===== src/rtl/shift_step_sequencer.sv =====
// Multi-cycle logical shifter: iterates a shift-by-STEP stage and a shift-by-1 stage
// over several cycles to realise arbitrary shift distances behind valid/ready handshakes.
module shift_step_sequencer #(
  parameter int unsigned N    = 8,
  parameter int unsigned STEP = 3,
  localparam int unsigned AW  = $clog2(N) + 1
) (
  input  logic          clk,
  input  logic          rst_n,
  input  logic          in_valid,
  output logic          in_ready,
  input  logic [N-1:0]  in_data,
  input  logic [AW-1:0] in_amt,
  input  logic          in_dir,
  output logic          out_valid,
  input  logic          out_ready,
  output logic [N-1:0]  out_data,
  output logic          busy
);

  localparam logic [1:0] S_IDLE = 2'd0;
  localparam logic [1:0] S_BUSY = 2'd1;
  localparam logic [1:0] S_DONE = 2'd2;

  localparam logic [AW-1:0] AMT_MAX  = AW'(N);
  localparam logic [AW-1:0] AMT_STEP = AW'(STEP);
  localparam logic [AW-1:0] AMT_ONE  = AW'(1);

  logic [1:0]    r_state, w_state;
  logic [N-1:0]  r_data,  w_data;
  logic [AW-1:0] r_cnt,   w_cnt;
  logic          r_dir,   w_dir;
  logic [N-1:0]  r_out,   w_out;

  logic [AW-1:0] w_amt;
  logic          w_big;
  logic [N-1:0]  w_shift;
  logic [AW-1:0] w_cnt_dec;

  // Amounts above N clamp to N, which shifts every bit out and yields zero.
  assign w_amt = (in_amt > AMT_MAX) ? AMT_MAX : in_amt;

  assign w_big     = (r_cnt >= AMT_STEP);
  assign w_shift   = w_big ? (r_dir ? (r_data >> STEP) : (r_data << STEP))
                           : (r_dir ? (r_data >> 1)    : (r_data << 1));
  assign w_cnt_dec = r_cnt - (w_big ? AMT_STEP : AMT_ONE);

  always_comb begin
    w_state = r_state;
    w_data  = r_data;
    w_cnt   = r_cnt;
    w_dir   = r_dir;
    w_out   = r_out;
    case (r_state)
      S_IDLE: begin
        if (in_valid) begin
          w_data = in_data;
          w_dir  = in_dir;
          w_cnt  = w_amt;
          if (w_amt == '0) begin
            w_state = S_DONE;
            w_out   = in_data;
          end else begin
            w_state = S_BUSY;
          end
        end
      end
      S_BUSY: begin
        w_data = w_shift;
        w_cnt  = w_cnt_dec;
        if (w_cnt_dec == '0) begin
          w_state = S_DONE;
          w_out   = w_shift;
        end
      end
      S_DONE: begin
        if (out_ready) w_state = S_IDLE;
      end
      default: w_state = S_IDLE;
    endcase
  end

  always_ff @(posedge clk) begin
    if (!rst_n) begin
      r_state <= S_IDLE;
      r_data  <= '0;
      r_cnt   <= '0;
      r_dir   <= 1'b0;
      r_out   <= '0;
    end else begin
      r_state <= w_state;
      r_data  <= w_data;
      r_cnt   <= w_cnt;
      r_dir   <= w_dir;
      r_out   <= w_out;
    end
  end

  assign in_ready  = (r_state == S_IDLE);
  assign out_valid = (r_state == S_DONE);
  assign busy      = (r_state != S_IDLE);
  assign out_data  = r_out;

endmodule


===== config.mk =====
export PLATFORM = sky130hd
export DESIGN_NAME = shift_step_sequencer
export DESIGN_NICKNAME = d
export VERILOG_FILES = /design/src/rtl/shift_step_sequencer.sv
export SDC_FILE = /design/constraint.sdc
export NUM_CORES = 1
export LEC_CHECK = 0
export CAP_MARGIN = 20
export CORE_ASPECT_RATIO = 1.2
export CORE_MARGIN = 4
export CORE_UTILIZATION = 35
export CTS_CLUSTER_DIAMETER = 50
export DETAILED_ROUTE_END_ITERATION = 7
export PLACE_DENSITY_LB_ADDON = 0.25
export SYNTH_ARGS = -nofsm -noshare
export SYNTH_HDL_FRONTEND = slang
export SYNTH_SLANG_ARGS = --single-unit

===== constraint.sdc =====
create_clock -name clk -period 2.4 [get_ports clk]
set_input_delay 0.36 -clock clk [delete_from_list [all_inputs] [get_ports clk]]
set_output_delay 0.36 -clock clk [all_outputs]
set_load 0.05 [all_outputs]

==> summary.txt, run 1 <==
STA
  • Actual slew at the worst max-slew pin: ~0.6 ns
  • # setup viols final: 0
  • Final Hold Viols: 0
  • Final clock skew: ~0.0022 ns
  • Tcrit/Tclk final: 0.937
  • Final worst slack: about 0.15 ns
  • Post-layout min period: about 2.2 ns
  • Fin Hold WS: 0.472 ns
  • F_max: ~440 MHz
  • Rel. slew slack: 0.597
  • Setup TNS: 0 ns
  • RSZ-0062 raised after global routing: false
  • Slew Viols, Final: 0

Outcome
  • Outcome: finished clean

Synthesis
  • Synth area leader: dfxtp_1
  • Post-synth top cells: 23 x dfxtp_1, 15 x nand2_1, 14 x mux2i_1
  • Top-count cell post-synth: dfxtp_1
  • FFs w/ async S/R, synth: 0
  • Synth top area share: 0.341
  • Area of the mapped netlist: roughly 0.0014 mm^2
  • Ys Warns: 0
  • Mapped Nets: between 150 and 200
  • Post-synth EDFFs: 0
  • Post-Syn Instances: about 150
  • Synth unique cells: 42
  • Top_reg_cell synth: dfxtp_1
  • Synth Register Bits: 23
  • Top cells by area, synth: dfxtp_1 34%, mux2i_1 10%, nand2_1 4.2%
  • Synthesized area per cell: about 9 um^2
  • Sequential fraction of the synthesis area: 0.341

Drt
  • Final WL: 3.67 mm
  • Routed via count: roughly 1300
  • WL per Instance: about 16 um
  • Post-DRT Antenna Nets: 0
  • Vias per cell: 5.36
  • DRC viols: 0
  • Drt pass-1 iters: 4
  • Initial DRC Count: 69

Critical path
  • CP Launch Type: flip-flop
  • Worst reg2reg endpoint: out_data[4]$_SDFFE_PN0P_
  • Reg2reg path depth: 7
  • R2R setup slack: between 0.15 and 0.2 ns
  • Reg2Reg Launch Point: r_cnt[0]$_SDFFE_PN0P_
  • Crit path max fanout: 5
  • Kind of critical path: reg2reg
  • Worst Path Arrival: roughly 2.4 ns
  • Worst Path Required: 2.57 ns
  • Critical path capture point type: flip-flop

Min path
  • Hold Path Depth: 2
  • Hold endpoint: out_data[5]$_SDFFE_PN0P_
  • HP Start: out_data[5]$_SDFFE_PN0P_
  • Worst hold path type: reg2reg

Floorplan
  • Std-Cell Rows: 24
  • Initial Util: 0.366
  • I/O Pins: 28
  • Core ar.: about 0.0037 mm^2
  • DIE AREA: a little under 0.005 mm^2
  • Die height: between 70 and 80 um
  • Die Width: ~65 um

GRT
  • First-pass GRT wire length: about 6.4 mm
  • Initial antenna violation count: 0
  • Gr usage total: 0.162
  • Number of global-route vias before repair: about 1400
  • GRT overflow: 0
  • Pin count of the biggest net entering global routing: 15

Job
  • Max Cap Viol: 0

Placed design
  • Routability Congestion: approximately 0.8
  • Dpl cells: ~230
  • Hpwl dp: around 2.8 mm
  • Placed cell area: about 0.0017 mm^2
  • DP Worst Slack: between 0.08 and 0.09 ns
  • I/O Buffers: 27

Final layout
  • Layout area overhead: 30.3%
  • Layout cells sized above 1: 0.114
  • Layout Cells excl Fill: 236
  • Final #Nets: 205
  • # diodes: 0
  • Fill count: 368
  • Final core occ: 0.477
  • Final instance area: ~0.0018 mm^2

Pwr
  • Peak supply drop: around 0.24 mV
  • Leak: 0.664 nW
  • Power Density: slightly below 600 mW/mm^2
  • Total power: between 1 and 1.5 mW

Clock tree
  • Root Buffer: clkbuf_8
  • Clk slew on worst S/H paths: approximately 0.080 ns
  • Worst-case clock buffer depth: 2
  • CTS H-tree depth: 1
  • Hold-fix buffers, CTS: 0
  • Skew-Pair Late Insertion Delay: approximately 0.27 ns
  • CTS sink count: 23
  • CTS buffer count: 3
  • CTS tree: done
-- placed cells by master (no fill, tap or decap), types with 3 or more instances in the layout --
cell and instances:
clkdlybuf4s50_1 27, dfxtp_1 23, nand2_1 15, mux2i_1 14, a21oi_1 11, o21ai_0 10
nor2_1 9, buf_4 8, nand2b_1 7, o211ai_1 7, inv_1 6, nor3_1 4
a211oi_1 4, a221oi_1 3, clkbuf_8 3
-- metal layers --
metal,global-route usage,share of wire,vias up
met4,0.0867,0.029,0
met3,0.0354,0.051,11
li1,-,-,622
met1,0.190,0.44,592
met5,0,0,-
met2,0.271,0.48,40
-- worst max-delay path by stage --
stage	from	end	slack [ns]
global route	r_cnt[0]$_SDFFE_PN0P_	out_data[3]$_SDFFE_PN0P_	0.03
CTS	r_cnt[0]$_SDFFE_PN0P_	out_data[4]$_SDFFE_PN0P_	0.06
finish	r_cnt[0]$_SDFFE_PN0P_	out_data[4]$_SDFFE_PN0P_	0.15
floorplan	r_cnt[2]$_SDFFE_PN0P_	out_data[3]$_SDFFE_PN0P_	0.16
global placement	r_cnt[0]$_SDFFE_PN0P_	out_data[3]$_SDFFE_PN0P_	0.23
detailed placement	r_cnt[0]$_SDFFE_PN0P_	out_data[4]$_SDFFE_PN0P_	0.08
-- flip-flops by register name, summed over array words and instances, names as in the netlist --
signal and cells:
r_state 2, r_cnt 4, r_data 8, out_data 8, r_dir 1
-- repair_timing --
item,in CTS,in global routing
setup endpoints to repair,0,8
resized for setup,0,1
setup buffers,0,1
-- cells by family after synthesis --
kind of cell | Yosys count | share of synthesized area
compound gates | 45 | 0.236
xor+xnor | 2 | 0.0130
fa+ha+maj | 3 | 0.0333
buf+inv | 15 | 0.0491
flops | 23 | 0.341
mux | 16 | 0.137
simple gates | 49 | 0.191
-- power breakdown --
| group | switching (mW) | internal, mW |
|---|---|---|
| combinational | 0.184 | 0.157 |
| sequential | 0.0417 | 0.411 |
| clock | 0.131 | 0.116 |
| total | 0.357 | 0.684 |
-- area by class of cell --
class                           count  area [um^2]  area share
Inverter                            7         26.3      0.0149
Tap cell                           52         65.1      0.0370
Multi-Input combinational cell    115          832       0.473
Clock inverter                      1         5.00     0.00284
Timing Repair Buffer               35          330       0.188
Sequential cell                    23          460       0.262
Clock buffer                        3         41.3      0.0235
-- worst max-delay path: stages (launching register included) --
cell and delay, ns:
dfxtp_1 0.39, a211oi_4 0.32, inv_2 0.08, fa_1 0.46, xnor2_1 0.17, and3_4 0.22, a21o_1 0.22, a221oi_1 0.29
Power figures use the tool's default switching activity.
==> run 2: changes to the inputs <==
--- a/config.mk
+++ b/config.mk
@@ -5,6 +5,7 @@
 export SDC_FILE = /design/constraint.sdc
 export NUM_CORES = 1
 export LEC_CHECK = 0
+export ABC_AREA = 1
 export CAP_MARGIN = 20
 export CORE_ASPECT_RATIO = 1.2
 export CORE_MARGIN = 4
==> summary.txt, run 2 <==
Clock tree
  • Post-CTS Setup Inserts: 0 (unchanged)
  • Worst-case clock buffer depth: 2 (unchanged)
  • CTS sink count: 23 (unchanged)
  • CTS buffer count: 3 (unchanged)
  • Skew-Pair Late Insertion Delay: 0.27 ns (about the same)
  • CTS tree: done
  • Post-cts sizing count: 0 (unchanged)
  • Root Buffer: clkbuf_8
  • Clk slew on worst S/H paths: 0.09 ns (about the same)
  • Hold-fix buffers, CTS: 0 (unchanged)
  • CTS H-tree depth: 1 (unchanged)

Floorplan
  • Die Width: 66.1 um (+2.1%)
  • DIE AREA: 0.00513 mm^2 (+4.3%)
  • Initial Util: 0.362 (-0.00361)
  • I/O Pins: 28 (unchanged)
  • Std-Cell Rows: 25 (+4.2%)
  • Core ar.: 0.00391 mm^2 (+5.9%)
  • Die height: 77.7 um (+2.1%)

Final layout
  • Layout cells sized above 1: 0.0887 (-0.0254)
  • Final core occ: 0.452 (-0.0248)
  • # diodes: 0 (unchanged)
  • Fill count: 443 (+20%)
  • Most frequent cells in the layout: 60 x nand2_1, 34 x inv_1, 28 x nor2_1, 27 x clkdlybuf4s50_1, 23 x dfxtp_1
  • Final #Nets: 269 (+31%)
  • Layout Cells excl Fill: 302 (+28%)
  • Most common cell after layout, fill and taps aside: nand2_1
  • Layout area overhead: 24.7%
  • Final instance area: 0.00177 mm^2 (+0.36%)

Synthesis
  • Sequential fraction of the synthesis area: 0.325 (-0.0157)
  • Post-Syn Instances: 222 (+45%)
  • Synthesized area per cell: 6.38 um^2 (-28%)
  • FFs w/ async S/R, synth: 0 (unchanged)
  • Synth top area share: 0.325 (-0.0157)
  • Top_reg_cell synth: dfxtp_1
  • Synth area leader: dfxtp_1
  • Top cells by area, synth: dfxtp_1 33%, nand2_1 16%, inv_1 9.0%
  • Synth unique cells: 26 (-38%)
  • Ys Warns: 0 (unchanged)
  • Area of the mapped netlist: 0.00142 mm^2 (+4.8%)
  • Post-synth top cells: 60 x nand2_1, 34 x inv_1, 28 x nor2_1
  • Mapped Nets: 242 (+40%)
  • Top-count cell post-synth: nand2_1
  • Synth Register Bits: 23 (unchanged)
  • Post-synth EDFFs: 0 (unchanged)

STA
  • Final Hold Viols: 0 (unchanged)
  • # setup viols final: 0 (unchanged)
  • Tcrit/Tclk final: 0.865 (-0.0716)
  • Final clock skew: 0.00284 ns (+0.000617 ns)
  • Slew Viols, Final: 0 (unchanged)
  • Post-layout min period: 2.08 ns (-0.172 ns)
  • Actual slew at the worst max-slew pin: 0.503 ns (-0.0979 ns)
  • Final worst slack: 0.324 ns (+0.172 ns)
  • Fin Hold WS: 0.519 ns (+0.0470 ns)
  • Rel. slew slack: 0.664 (+0.0669)
  • Setup TNS: 0 ns (unchanged)
  • F_max: 482 MHz (+8.3%)
  • RSZ-0062 raised after global routing: false

Critical path
  • Slowest-stage cell, CP: clkdlybuf4s50_1
  • Crit path max fanout: 3 (-2)
  • Worst reg2reg endpoint: out_data[3]$_SDFFE_PN0P_
  • R2R setup slack: 0.35 ns (+0.20 ns)
  • Setup crit start: r_state[1]$_SDFFE_PN0P_
  • Crit. path cell count: 3 (-4)
  • Crit-path cells: inv_1, nor2_1, clkdlybuf4s50_1
  • Worst Path Arrival: 1.72 ns (-0.70 ns)
  • Kind of critical path: reg2out
  • Crit-path max cell delay: 0.82 ns (+0.36 ns)
  • Buf/Inv on CP: 2 (+1)
  • Worst Path Required: 2.04 ns (-0.53 ns)
  • CP Launch Type: flip-flop
  • Reg2reg path depth: 12 (+5)
  • Family with the most delay on the worst path: buffers and inverters
  • CP Capture Point: out_valid
  • Critical path capture point type: primary output
  • Reg2Reg Launch Point: r_cnt[0]$_SDFFE_PN0P_

Pwr
  • Seq pwr share: 0.331 (-0.104)
  • Sw frac: 0.462 (+0.120)
  • Comb power frac: 0.511 (+0.184)
  • Peak supply drop: 0.342 mV (+41%)
  • Total power: 1.62 mW (+55%)
  • Clock share of power: 0.158 (-0.080)
  • Leak: 0.869 nW (+31%)
  • Net switching power: 0.747 mW (+110%)
  • Power Density: 914 mW/mm^2 (+55%)
  • Internal power: 0.868 mW (+27%)

Drt
  • Post-DRT Antenna Nets: 0 (unchanged)
  • Final WL: 3.44 mm (-6.3%)
  • Vias per cell: 4.60 (-14%)
  • DRC viols: 0 (unchanged)
  • Routed via count: 1389 (+9.8%)
  • Initial DRC Count: 60 (-13%)
  • Drt pass-1 iters: 5 (+1)
  • WL per Instance: 11.4 um (-27%)

GRT
  • First-pass GRT wire length: 6.11 mm (-4.3%)
  • Gr usage total: 0.151 (-0.0112)
  • Initial antenna violation count: 0 (unchanged)
  • Pin count of the biggest net entering global routing: 18 (+3)
  • Number of global-route vias before repair: 1383 (+1.0%)
  • GRT overflow: 0 (unchanged)

Placed design
  • Hpwl dp: 2.65 mm (-4.9%)
  • DP Worst Slack: 0.364 ns (+0.284 ns)
  • Routability Congestion: 0.825 (+3.8%)
  • I/O Buffers: 27 (unchanged)
  • Placed cell area: 0.00172 mm^2 (+1.3%)
  • Dpl cells: 298 (+29%)

Job
  • Max Cap Viol: 0 (unchanged)

Outcome
  • Outcome: finished clean

Min path
  • Worst hold path type: reg2reg
[run 2: cell count changes after synthesis, sizes merged, moves of 4 or more]
cell and delta:
a211oi -6, inv +31, mux2i -14, nand2 +49, nand2b -7, nand3 +12
nor2 +22, nor3 -4, o211ai -7, o21ai +8
[run 2: cell families after synthesis]
logic type                 Yosys count  share of synthesized area
AOI/OAI and AO/OA                   38                      0.148
adders and majority gates            3                     0.0318
buffers and inverters               46                      0.140
DFF                                 23                      0.325
and+or+nand+nor                    112                      0.354
[run 2: worst min-delay path by stage]
stage | cells after the start | end | slack, ns | start
after floorplan | 2 | r_cnt[1]$_SDFFE_PN0P_ | 0.50 | r_cnt[1]$_SDFFE_PN0P_
after global placement | 4 | out_data[0]$_SDFFE_PN0P_ | 0.50 | out_data[0]$_SDFFE_PN0P_
after detailed placement | 4 | out_data[1]$_SDFFE_PN0P_ | 0.51 | out_data[1]$_SDFFE_PN0P_
after CTS | 4 | out_data[1]$_SDFFE_PN0P_ | 0.52 | out_data[1]$_SDFFE_PN0P_
after global routing | 4 | out_data[2]$_SDFFE_PN0P_ | 0.58 | out_data[2]$_SDFFE_PN0P_
final | 4 | out_data[1]$_SDFFE_PN0P_ | 0.52 | out_data[1]$_SDFFE_PN0P_
[run 2: power groups by stage]
stage               clock network [mW]  registers (mW)  logic [mW]
floorplan                            0           0.620       0.540
global placement                     0           0.543       0.824
detailed placement                   0           0.544       0.825
CTS                              0.257           0.535       0.831
global route                     0.275           0.548       0.935
finish                           0.255           0.534       0.826
[run 2: layout make-up]
class,instances,area (um^2),area share
clock inverter,1,5.00,0.00283
timing repair buffer,30,293,0.166
sequential,23,460,0.261
multi-input combinational,153,757,0.428
clock buffer,3,41.3,0.0234
tap,54,67.6,0.0382
inverter,38,143,0.0807
[run 2: worst min-delay path, stage by stage, from the launching register on]
cell	delay, ns
dfxtp_1	0.32
inv_1	0.05
nand2_1	0.04
nand2_1	0.05
nor2_1	0.03
[run 2: layer usage]
layer	track usage	vias to the layer above	routed length [um]
met2	0.241	35	1620
met1	0.196	606	1620
li1	-	741	-
met4	0.0691	0	74
met3	0.0275	7	129
met5	0	-	0
==> run 3: changes to the inputs <==
--- a/config.mk
+++ b/config.mk
@@ -5,7 +5,6 @@
 export SDC_FILE = /design/constraint.sdc
 export NUM_CORES = 1
 export LEC_CHECK = 0
-export ABC_AREA = 1
 export CAP_MARGIN = 20
 export CORE_ASPECT_RATIO = 1.2
 export CORE_MARGIN = 4
==> results of run 3 <==
Same layout as run 1: the final DEF is identical, and so are final timing and power.
